$ cat src/rtl/fibonacci_sequencer_if.sv
// Command/config and status bundle between the wishbone register logic (master)
// and the fibonacci run controller (slave).
interface fibonacci_sequencer_if #(
   parameter int CNT_W = 16
);
   logic             cmd_start;
   logic             cmd_stop;
   logic             cmd_step;
   logic [2:0]       cfg_div_sel;
   logic [CNT_W-1:0] cfg_count;
   logic             fib_clear;
   logic             fib_en;
   logic [CNT_W-1:0] steps_done;
   logic             busy;
   logic             done_irq;
   logic [1:0]       state_o;

   modport master (
      output cmd_start, cmd_stop, cmd_step, cfg_div_sel, cfg_count,
      input  fib_clear, fib_en, steps_done, busy, done_irq, state_o
   );

   modport slave (
      input  cmd_start, cmd_stop, cmd_step, cfg_div_sel, cfg_count,
      output fib_clear, fib_en, steps_done, busy, done_irq, state_o
   );
endinterface

$ cat src/rtl/fibonacci_sequencer.sv
// Run controller for the fibonacci datapath: clear pulse, then a programmed number
// of step enables at a prescaled rate (single clock, enable based), then DONE.
// Build option FIB_SEQ_AUTORELOAD_EN: DONE immediately re-enters CLEAR with the
// latched config, rerunning until stop.
//
// state | meaning
// IDLE  | waiting for start; manual steps allowed
// CLEAR | one cycle, fib_clear asserted, config latched
// RUN   | prescaler running, fib_en on each terminal count
// DONE  | run complete (done_irq on entry); manual steps allowed
module fibonacci_sequencer #(
   parameter int DIV_SHIFT = 4,
   parameter int MAX_SEL   = 5,
   parameter int CNT_W     = 16
) (
   input  logic                  wb_clk_i,
   input  logic                  wb_rst_i,
   fibonacci_sequencer_if.slave  seq_if
);
   localparam int PRE_W = (DIV_SHIFT * MAX_SEL > 0) ? DIV_SHIFT * MAX_SEL : 1;

   typedef enum logic [1:0] {
      ST_IDLE  = 2'd0,
      ST_CLEAR = 2'd1,
      ST_RUN   = 2'd2,
      ST_DONE  = 2'd3
   } state_t;

   state_t           state_q, state_d;
   logic [PRE_W-1:0] pre_q, pre_d;
   logic [PRE_W-1:0] pre_nxt;
   logic [PRE_W-1:0] div_m1;
   logic [2:0]       sel_q, sel_d;
   logic [CNT_W-1:0] count_q, count_d;
   logic [CNT_W-1:0] steps_q, steps_d;
   logic             fib_clear_q, fib_clear_d;
   logic             fib_en_q, fib_en_d;
   logic             done_irq_q, done_irq_d;
   logic             busy_q, busy_d;

   // Terminal prescaler value: 2^(DIV_SHIFT*sel)-1 as a run of low ones (sel is pre-clamped).
   always_comb begin
      div_m1 = '0;
      for (int i = 0; i < PRE_W; i++) begin
         div_m1[i] = (i < DIV_SHIFT * int'(sel_q));
      end
   end

   // Command arbitration (stop > start > step) and state/output next values.
   always_comb begin
      state_d     = state_q;
      pre_d       = pre_q;
      sel_d       = sel_q;
      count_d     = count_q;
      steps_d     = steps_q;
      fib_clear_d = 1'b0;
      fib_en_d    = 1'b0;
      done_irq_d  = 1'b0;
      pre_nxt     = (pre_q == div_m1) ? '0 : pre_q + 1'b1;

      if (seq_if.cmd_stop) begin
         state_d = ST_IDLE;
         pre_d   = '0;
      end else if (seq_if.cmd_start) begin
         state_d     = ST_CLEAR;
         fib_clear_d = 1'b1;
         steps_d     = '0;
         pre_d       = '0;
         count_d     = seq_if.cfg_count;
         sel_d       = (seq_if.cfg_div_sel > 3'(MAX_SEL)) ? 3'(MAX_SEL) : seq_if.cfg_div_sel;
      end else begin
         case (state_q)
            ST_IDLE: begin
               if (seq_if.cmd_step) begin
                  fib_en_d = 1'b1;
                  steps_d  = steps_q + 1'b1;
               end
            end
            ST_DONE: begin
`ifdef FIB_SEQ_AUTORELOAD_EN
               state_d     = ST_CLEAR;
               fib_clear_d = 1'b1;
               steps_d     = '0;
               pre_d       = '0;
`else
               if (seq_if.cmd_step) begin
                  fib_en_d = 1'b1;
                  steps_d  = steps_q + 1'b1;
               end
`endif
            end
            ST_CLEAR: begin
               pre_d = '0;
               if (count_q == '0) begin
                  state_d    = ST_DONE;
                  done_irq_d = 1'b1;
               end else begin
                  state_d = ST_RUN;
                  // Undivided rate must pulse in the very first RUN cycle.
                  if (div_m1 == '0) begin
                     fib_en_d = 1'b1;
                     steps_d  = steps_q + 1'b1;
                  end
               end
            end
            ST_RUN: begin
               if (fib_en_q && (steps_q == count_q)) begin
                  state_d    = ST_DONE;
                  done_irq_d = 1'b1;
                  pre_d      = '0;
               end else begin
                  pre_d = pre_nxt;
                  if (pre_nxt == div_m1) begin
                     fib_en_d = 1'b1;
                     steps_d  = steps_q + 1'b1;
                  end
               end
            end
            default: state_d = ST_IDLE;
         endcase
      end

      busy_d = (state_d == ST_CLEAR) || (state_d == ST_RUN);
   end

   // State and registered outputs.
   always_ff @(posedge wb_clk_i) begin
      if (wb_rst_i) begin
         state_q     <= ST_IDLE;
         pre_q       <= '0;
         sel_q       <= '0;
         count_q     <= '0;
         steps_q     <= '0;
         fib_clear_q <= 1'b0;
         fib_en_q    <= 1'b0;
         done_irq_q  <= 1'b0;
         busy_q      <= 1'b0;
      end else begin
         state_q     <= state_d;
         pre_q       <= pre_d;
         sel_q       <= sel_d;
         count_q     <= count_d;
         steps_q     <= steps_d;
         fib_clear_q <= fib_clear_d;
         fib_en_q    <= fib_en_d;
         done_irq_q  <= done_irq_d;
         busy_q      <= busy_d;
      end
   end

   assign seq_if.fib_clear  = fib_clear_q;
   assign seq_if.fib_en     = fib_en_q;
   assign seq_if.steps_done = steps_q;
   assign seq_if.busy       = busy_q;
   assign seq_if.done_irq   = done_irq_q;
   assign seq_if.state_o    = state_q;
endmodule

$ cat src/flat_wrapper.sv
// flat-port wrapper written by rule: the top's interface ports become plain ports
module fibonacci_sequencer_flat 
#(
   parameter int DIV_SHIFT = 4,
   parameter int MAX_SEL   = 5,
   parameter int CNT_W     = 16
)
  (wb_clk_i, wb_rst_i, seq_if_cmd_start, seq_if_cmd_stop, seq_if_cmd_step, seq_if_cfg_div_sel, seq_if_cfg_count, seq_if_fib_clear, seq_if_fib_en, seq_if_steps_done, seq_if_busy, seq_if_done_irq, seq_if_state_o);
  fibonacci_sequencer_if #(.CNT_W(CNT_W)) seq_if_i ();
  input  logic wb_clk_i;
  input  logic wb_rst_i;
  input wire logic [$bits(seq_if_i.cmd_start)-1:0] seq_if_cmd_start;
  input wire logic [$bits(seq_if_i.cmd_stop)-1:0] seq_if_cmd_stop;
  input wire logic [$bits(seq_if_i.cmd_step)-1:0] seq_if_cmd_step;
  input wire logic [$bits(seq_if_i.cfg_div_sel)-1:0] seq_if_cfg_div_sel;
  input wire logic [$bits(seq_if_i.cfg_count)-1:0] seq_if_cfg_count;
  output wire logic [$bits(seq_if_i.fib_clear)-1:0] seq_if_fib_clear;
  output wire logic [$bits(seq_if_i.fib_en)-1:0] seq_if_fib_en;
  output wire logic [$bits(seq_if_i.steps_done)-1:0] seq_if_steps_done;
  output wire logic [$bits(seq_if_i.busy)-1:0] seq_if_busy;
  output wire logic [$bits(seq_if_i.done_irq)-1:0] seq_if_done_irq;
  output wire logic [$bits(seq_if_i.state_o)-1:0] seq_if_state_o;
  assign seq_if_i.cmd_start = seq_if_cmd_start;
  assign seq_if_i.cmd_stop = seq_if_cmd_stop;
  assign seq_if_i.cmd_step = seq_if_cmd_step;
  assign seq_if_i.cfg_div_sel = seq_if_cfg_div_sel;
  assign seq_if_i.cfg_count = seq_if_cfg_count;
  assign seq_if_fib_clear = seq_if_i.fib_clear;
  assign seq_if_fib_en = seq_if_i.fib_en;
  assign seq_if_steps_done = seq_if_i.steps_done;
  assign seq_if_busy = seq_if_i.busy;
  assign seq_if_done_irq = seq_if_i.done_irq;
  assign seq_if_state_o = seq_if_i.state_o;
  fibonacci_sequencer #(.DIV_SHIFT(DIV_SHIFT), .MAX_SEL(MAX_SEL), .CNT_W(CNT_W)) u_core (.wb_clk_i(wb_clk_i), .wb_rst_i(wb_rst_i), .seq_if(seq_if_i));
endmodule
$ cat config.mk
export PLATFORM = sky130hd
export DESIGN_NAME = fibonacci_sequencer_flat
export DESIGN_NICKNAME = d
export VERILOG_FILES = /design/src/rtl/fibonacci_sequencer_if.sv /design/src/rtl/fibonacci_sequencer.sv /design/src/flat_wrapper.sv
export SDC_FILE = /design/constraint.sdc
export NUM_CORES = 1
export LEC_CHECK = 0
export ABC_AREA = 1
export BUFFER_PORTS_ARGS = -buffer_cell sky130_fd_sc_hd__buf_2
export CAP_MARGIN = 5
export CORE_ASPECT_RATIO = 1.75
export CORE_UTILIZATION = 59
export DETAILED_ROUTE_END_ITERATION = 10
export PLACE_DENSITY = 0.81
export SKIP_CTS_REPAIR_TIMING = 1
export SLEW_MARGIN = 20
export SYNTH_ARGS = -nofsm -noshare
export SYNTH_HDL_FRONTEND = slang
export SYNTH_SLANG_ARGS = --single-unit
$ cat constraint.sdc
create_clock -name wb_clk_i -period 3.1 [get_ports wb_clk_i]
set_input_delay 0.155 -clock wb_clk_i [delete_from_list [all_inputs] [get_ports wb_clk_i]]
set_output_delay 0.155 -clock wb_clk_i [all_outputs]
set_load 0.05 [all_outputs]
* Word-level counts from Yosys, hierarchy flattened
Index checks and enable logic that the tools add are counted.
** Operators by class
- $add $sub $neg :: 2
- Equal/unequal tests :: 13
- Reductions and logical operators :: 11
- Multiplexer cells :: 26
- Bitwise logic cells :: 1
- Magnitude comparators :: 21
** Operator list (count)
- 16-bit 2-to-1 mux :: 6
- 16-bit case mux with 3 select lines :: 1
- 20-bit == test :: 2
- 4-bit by 5-bit less-than comparator with 1-bit output (first input constant) :: 8
- 20-bit 2-to-1 mux :: 2
- 20-bit case mux with 2 select lines :: 1
- 20-bit by 1-bit adder with 20-bit output (second input constant) :: 1
- 20-bit zero test :: 1
- 3-bit by 5-bit less-than comparator with 1-bit output (first input constant) :: 4
- 5-bit less-than comparator (first input constant) :: 4
- 16-bit by 1-bit adder with 16-bit output (second input constant) :: 1
- 16-bit == test :: 1
- 16-bit zero test :: 1
- 1-bit by 5-bit less-than comparator with 1-bit output (first input constant) :: 2
- 2-bit by 5-bit less-than comparator with 1-bit output (first input constant) :: 2
- 1-bit 2-to-1 mux :: 9
- 2-bit == test (second input constant) :: 3
- 2-bit 2-to-1 mux :: 3
- 3-bit by 2-bit != test with 1-bit output (second input constant) :: 2
- 3-bit != test (second input constant) :: 2
- 6-bit AND reduction :: 1
- 2-bit by 1-bit == test with 1-bit output (second input constant) :: 2
- 2-bit case mux with 2 select lines :: 1
- 2-bit OR reduction :: 2
- 12 further kinds :: 12
** Storage, ports and cells
- Logic and storage cells :: 83
- Input bits :: 24
- Bits in registers :: 61
- Output and inout bits :: 22

* Depth between registers and ports, before layout
- Word-level depth :: 8
- Mapped depth :: 20
- Gate-level depth less buffers :: 20

* Least setup slack after synthesis
Ideal clock, no wire load.
- Path kind :: flip-flop to flip-flop
- Start point :: reg u_core.steps_q[3] (netlist: u_core.seq_if.steps_done[3])
- End point :: reg u_core.steps_q[13] (netlist: u_core.seq_if.steps_done[13])
- Clock period less this slack :: 2.225 ns
- Buffers on the path :: 1
- Cell stages (with the launch flop) :: 18
- Arrival :: 2.155 ns
- Setup time :: 0.070 ns
- Required time :: 3.030 ns
- Slack :: 0.875 ns
- Cells stage by stage :: dfxtp_1 > inv_1 > nand2_1 > nand2_1 > nor3_1 > nand4_1 > nor2_1 > nand3b_1 > nand2_1 > inv_1 > nand2_1 > nor2_4 > nand2_2 > nand2_4 > nand2_4 > buf_6 > nand2_1 > a21oi_1
** Between the ends
- Word-level cells in the longest chain between the ends :: 5
- Elaborated cells between the ends (all ways) :: 12
- Those cells by class :: add/sub (1); eq/ne (2); mux (7); reduce/logical (2)
** RTL lines
- start: declaration :: line fibonacci_sequencer.sv:35 : logic [CNT_W-1:0] steps_q, steps_d;
- start signal: assignment :: line fibonacci_sequencer.sv:143 : steps_q <= steps_d;
- 16-bit by 1-bit adder with 16-bit output
- 16-bit 2-to-1 mux (on tied branches) :: line fibonacci_sequencer.sv:113, fibonacci_sequencer.sv:100
- 16-bit 2-to-1 mux (on tied branches) :: line fibonacci_sequencer.sv:107, fibonacci_sequencer.sv:94
- 16-bit case mux with 3 select lines :: line fibonacci_sequencer.sv:72 : case (state_q)
- 16-bit 2-to-1 mux :: line fibonacci_sequencer.sv:64 : end else if (seq_if.cmd_start) begin
Parallel ways exist; a longest one is shown, timed or not. The select of a mux whose other input is x is not followed.
A chain may end at the register's enable or synchronous reset.

* Worst setup path in the final report
- Start point :: reg u_core.pre_q[0]
- End point :: reg u_core.steps_q[6] (netlist: u_core.seq_if.steps_done[6])
** Between the ends
- Word-level cells in the longest chain between the ends :: 5
- Elaborated cells between the ends (all ways) :: 6
- Those cells by class :: add/sub (1); eq/ne (3); mux (1); reduce/logical (1)
** RTL lines
- start: declaration :: line fibonacci_sequencer.sv:30 : logic [PRE_W-1:0] pre_q, pre_d;
- start signal: assignment :: line fibonacci_sequencer.sv:140 : pre_q <= pre_d;
- 20-bit by 1-bit adder with 20-bit output or 20-bit == test (tied branches) :: line fibonacci_sequencer.sv:59 : pre_nxt = (pre_q == div_m1) ? '0 : pre_q + 1'b1;
- 20-bit 2-to-1 mux (*) :: line fibonacci_sequencer.sv:59
- 20-bit == test (*) :: line fibonacci_sequencer.sv:113 : if (pre_nxt == div_m1) begin
- 3-bit by 2-bit != test with 1-bit output (no source line) (*)
- 6-bit AND reduction (no source line) (*)
Every way passes the cells marked *; elsewhere a longest branch is shown, timed or not.

==> results.py <==
metrics = {
    "outcome": {
        "status": "complete, no violations",
    },
    "timing": {
        "relSlewSlack_pct": 45.0,
        "timing.final.crit_period_ns": 2.75,
        "rsz0062_at_grt": "no",
        "final_hold_viol_count": 0,
        "slew_violations": 0,
        "setup_viol": 0,
        "fin_crit_sh_pct": 88.7,
        "setup-tns-final_ns": 0,
        "max_freq_mhz": 364,
        "worst_slew_pin_slew_ns": 0.823,
        "clock_skew_ns": 0.00516,
    },
    "power": {
        "power.total_uw": 2040,
        "powerDensity_nw_per_um2": 452,
        "p_leak_uw": 0.00193,
        "ir_drop_mv": 0.440,
    },
    "synth": {
        "netlist_instances": 644,
        "ys_types": 32,
        "synth-seq-cells": 61,
        "synth.largest_area_cell": "dfxtp_1",
        "seq_area_frac_synth_pct": 31.0,
        "synthTopCellsByArea": "dfxtp_1, nand2_1, nor2_1",
        "netlist_area_um2": 3940,
        "synth.top_cell.area_share_pct": 31.0,
        "synth_warnings": 0,
        "avgSynthCellArea_um2": 6.12,
        "synthesis.nets": 673,
    },
    "hold_path": {
        "min_from": "seq_if_cfg_count[13]",
        "hp-class": "in -> reg",
        "min_path_cells": 3,
        "holdPathEnd": "u_core.count_q[13]$_SDFFE_PP0P_",
    },
    "grt": {
        "overflow": 0,
        "grt_pass1_vias": 4283,
        "grt_max_degree": 24,
        "grt.total_usage_pct": 36.8,
        "antenna_found_initial": 0,
        "grt_pass1_wl_mm": 19.3,
    },
    "setup_path": {
        "reg2reg_depth": 15,
        "critical_path_required_ns": 3.31,
        "timing.rr.start": "u_core.pre_q[0]$_SDFFE_PP0N_",
        "cp-start-kind": "flip-flop",
        "crit_type": "reg -> reg",
        "r2r_end": "u_core.seq_if.steps_done[6]$_SDFFE_PP0P_",
        "crit_fanout": 18,
        "end_kind": "flip-flop",
        "worst-endpoint-arrival_ns": 2.96,
        "r2r_slack_ns": 0.35,
    },
    "floorplan": {
        "die_h_um": 110,
        "die-area_um2": 7030,
        "core_um2": 6490,
        "start_util_pct": 60.7,
        "rows": 39,
        "fp.dieW_um": 63.8,
        "ios": 46,
    },
    "route": {
        "first_pass_iters": 6,
        "wl_per_cell_um": 15.4,
        "totalWireLength_mm": 12.0,
        "ant_nets": 0,
        "vias": 4387,
        "vias_per_cell": 5.66,
        "drt_drc_violations_left": 0,
        "drtIter0Drc": 256,
    },
    "placed_design": {
        "routabilityCongestion": 1.04,
        "hpwl_mm": 9.13,
        "io_buffers": 45,
    },
    "clock_tree": {
        "clock_latency_ns": 0.34,
        "cts.sinks": 61,
        "cts-buffers-inserted": 9,
        "cts_root_buf": "clkbuf_16",
        "htreeDepth": 3,
        "path_clk_slew_ns": 0.05,
        "cts_tree": "done",
        "clk_path_buf_depth": 2,
    },
    "job": {
        "maxCapViolCount": 0,
    },
    "final_layout": {
        "drive_above_1_share_pct": 12.6,
        "final_util_pct": 69.6,
        "mostFrequentLayoutCells": "nand2_1, nor2_1, inv_1, dfxtp_1",
        "nFillCells": 605,
        "nNetsFinal": 717,
        "area_delta_synth_final_pct": 14.5,
        "mostFrequentLayoutCell": "nand2_1",
        "n_antenna_cell": 0,
    },
}
final cells by class:
type	instances	area, um2	share of cell area, %
multi-input combinational	483	2320	51.4
timing repair buffer	51	270	5.99
sequential	61	1220	27.0
tap	82	103	2.27
clock buffer	12	246	5.46
clock inverter	4	47.5	1.05
inverter	82	308	6.82
layer usage:
metal / wire length [um] / GRT usage [%] / part of all wire [%] / vias to the layer above
met2: 6300 / 68.5 / 53 / 180
li1: - / - / - / 2133
met1: 3990 / 32.4 / 33 / 1984
met3: 561 / 7.82 / 4.7 / 90
met5: 0 / 0 / 0 / -
met4: 1110 / 33.9 / 9.3 / 0
worst max-delay path by stage:
stage / start / to / cells after the start
3_3_place_gp: u_core.pre_q[0]$_SDFFE_PP0N_ / u_core.seq_if.steps_done[13]$_SDFFE_PP0P_ / 15
6_report: u_core.pre_q[0]$_SDFFE_PP0N_ / u_core.seq_if.steps_done[6]$_SDFFE_PP0P_ / 15
5_1_grt: u_core.pre_q[0]$_SDFFE_PP0N_ / u_core.seq_if.steps_done[3]$_SDFFE_PP0P_ / 15
2_1_floorplan: u_core.seq_if.steps_done[3]$_SDFFE_PP0P_ / u_core.seq_if.steps_done[13]$_SDFFE_PP0P_ / 17
4_1_cts: u_core.pre_q[0]$_SDFFE_PP0N_ / u_core.seq_if.steps_done[6]$_SDFFE_PP0P_ / 17
3_5_place_dp: u_core.pre_q[0]$_SDFFE_PP0N_ / u_core.seq_if.steps_done[6]$_SDFFE_PP0P_ / 15
state kept, by name, summed over array words and instances, names as in the netlist:
name	count
u_core.pre_q	20
u_core.count_q	16
u_core.seq_if.steps_done	16
u_core.sel_q	3
u_core.seq_if.state_o	2
u_core.seq_if.busy	1
u_core.seq_if.done_irq	1
u_core.seq_if.fib_clear	1
u_core.seq_if.fib_en	1
cell families after synthesis:
| family | count (synthesis) | share of synthesized area, % |
|---|---|---|
| xor gates and xnor gates | 29 | 6.44 |
| AOI/OAI and AO/OA | 76 | 9.93 |
| buffers and inverters | 100 | 10.2 |
| and+or+nand+nor | 373 | 40.9 |
| DFF | 61 | 31.0 |
| adders and majority gates | 5 | 1.59 |
synthesized netlist by cell type:
cell type,instances
inv_2,7
nor3_1,13
buf_2,3
inv_1,73
nor4_1,5
ha_1,5
nor2_4,2
a31oi_1,2
and2_1,1
dfxtp_1,61
nor3b_1,2
nand2_4,3
o31ai_1,1
or2_2,2
nand3_1,45
buf_6,3
xor2_1,27
or2_1,1
nand4_1,19
o21ai_0,28
a211oi_1,1
nor2_2,5
xnor2_1,2
a32oi_1,1
clkinv_1,2
nor2_1,109
a21oi_1,41
nand3b_1,1
nand2_2,3
clkbuf_1,12
nand2_1,162
o21ai_1,2
power by group:
part / switching (uW) / internal, uW
combinational: 151 / 71.3
sequential: 17.7 / 803
clock: 357 / 641
per-stage QoR:
stage	instances	hold slack, ns	area (um2)	setup WS [ns]
final	775	0.0131	4520	0.350
after global routing	775	0.0182	4520	0.117
after CTS	775	0.0124	4520	0.411
after detailed placement	759	0.359	4220	0.476
after global placement	759	0.354	4220	0.469
after floorplan	644	0.266	3940	0.875
critical path, cell delays in order (launching register included):
cell     delay, ns
dfxtp_1       0.44
ha_1          0.33
nand3_1       0.14
nor2_1        0.24
xor2_1        0.28
nand3_1       0.12
o21ai_1       0.18
nand2_1       0.07
inv_1         0.06
nand2_1       0.08
nor2_4        0.10
nand2_2       0.07
nand2_4       0.17
nand2_4       0.15
nand2_1       0.11
a21oi_1       0.07
No activity file was read; power rests on OpenSTA's default activity.
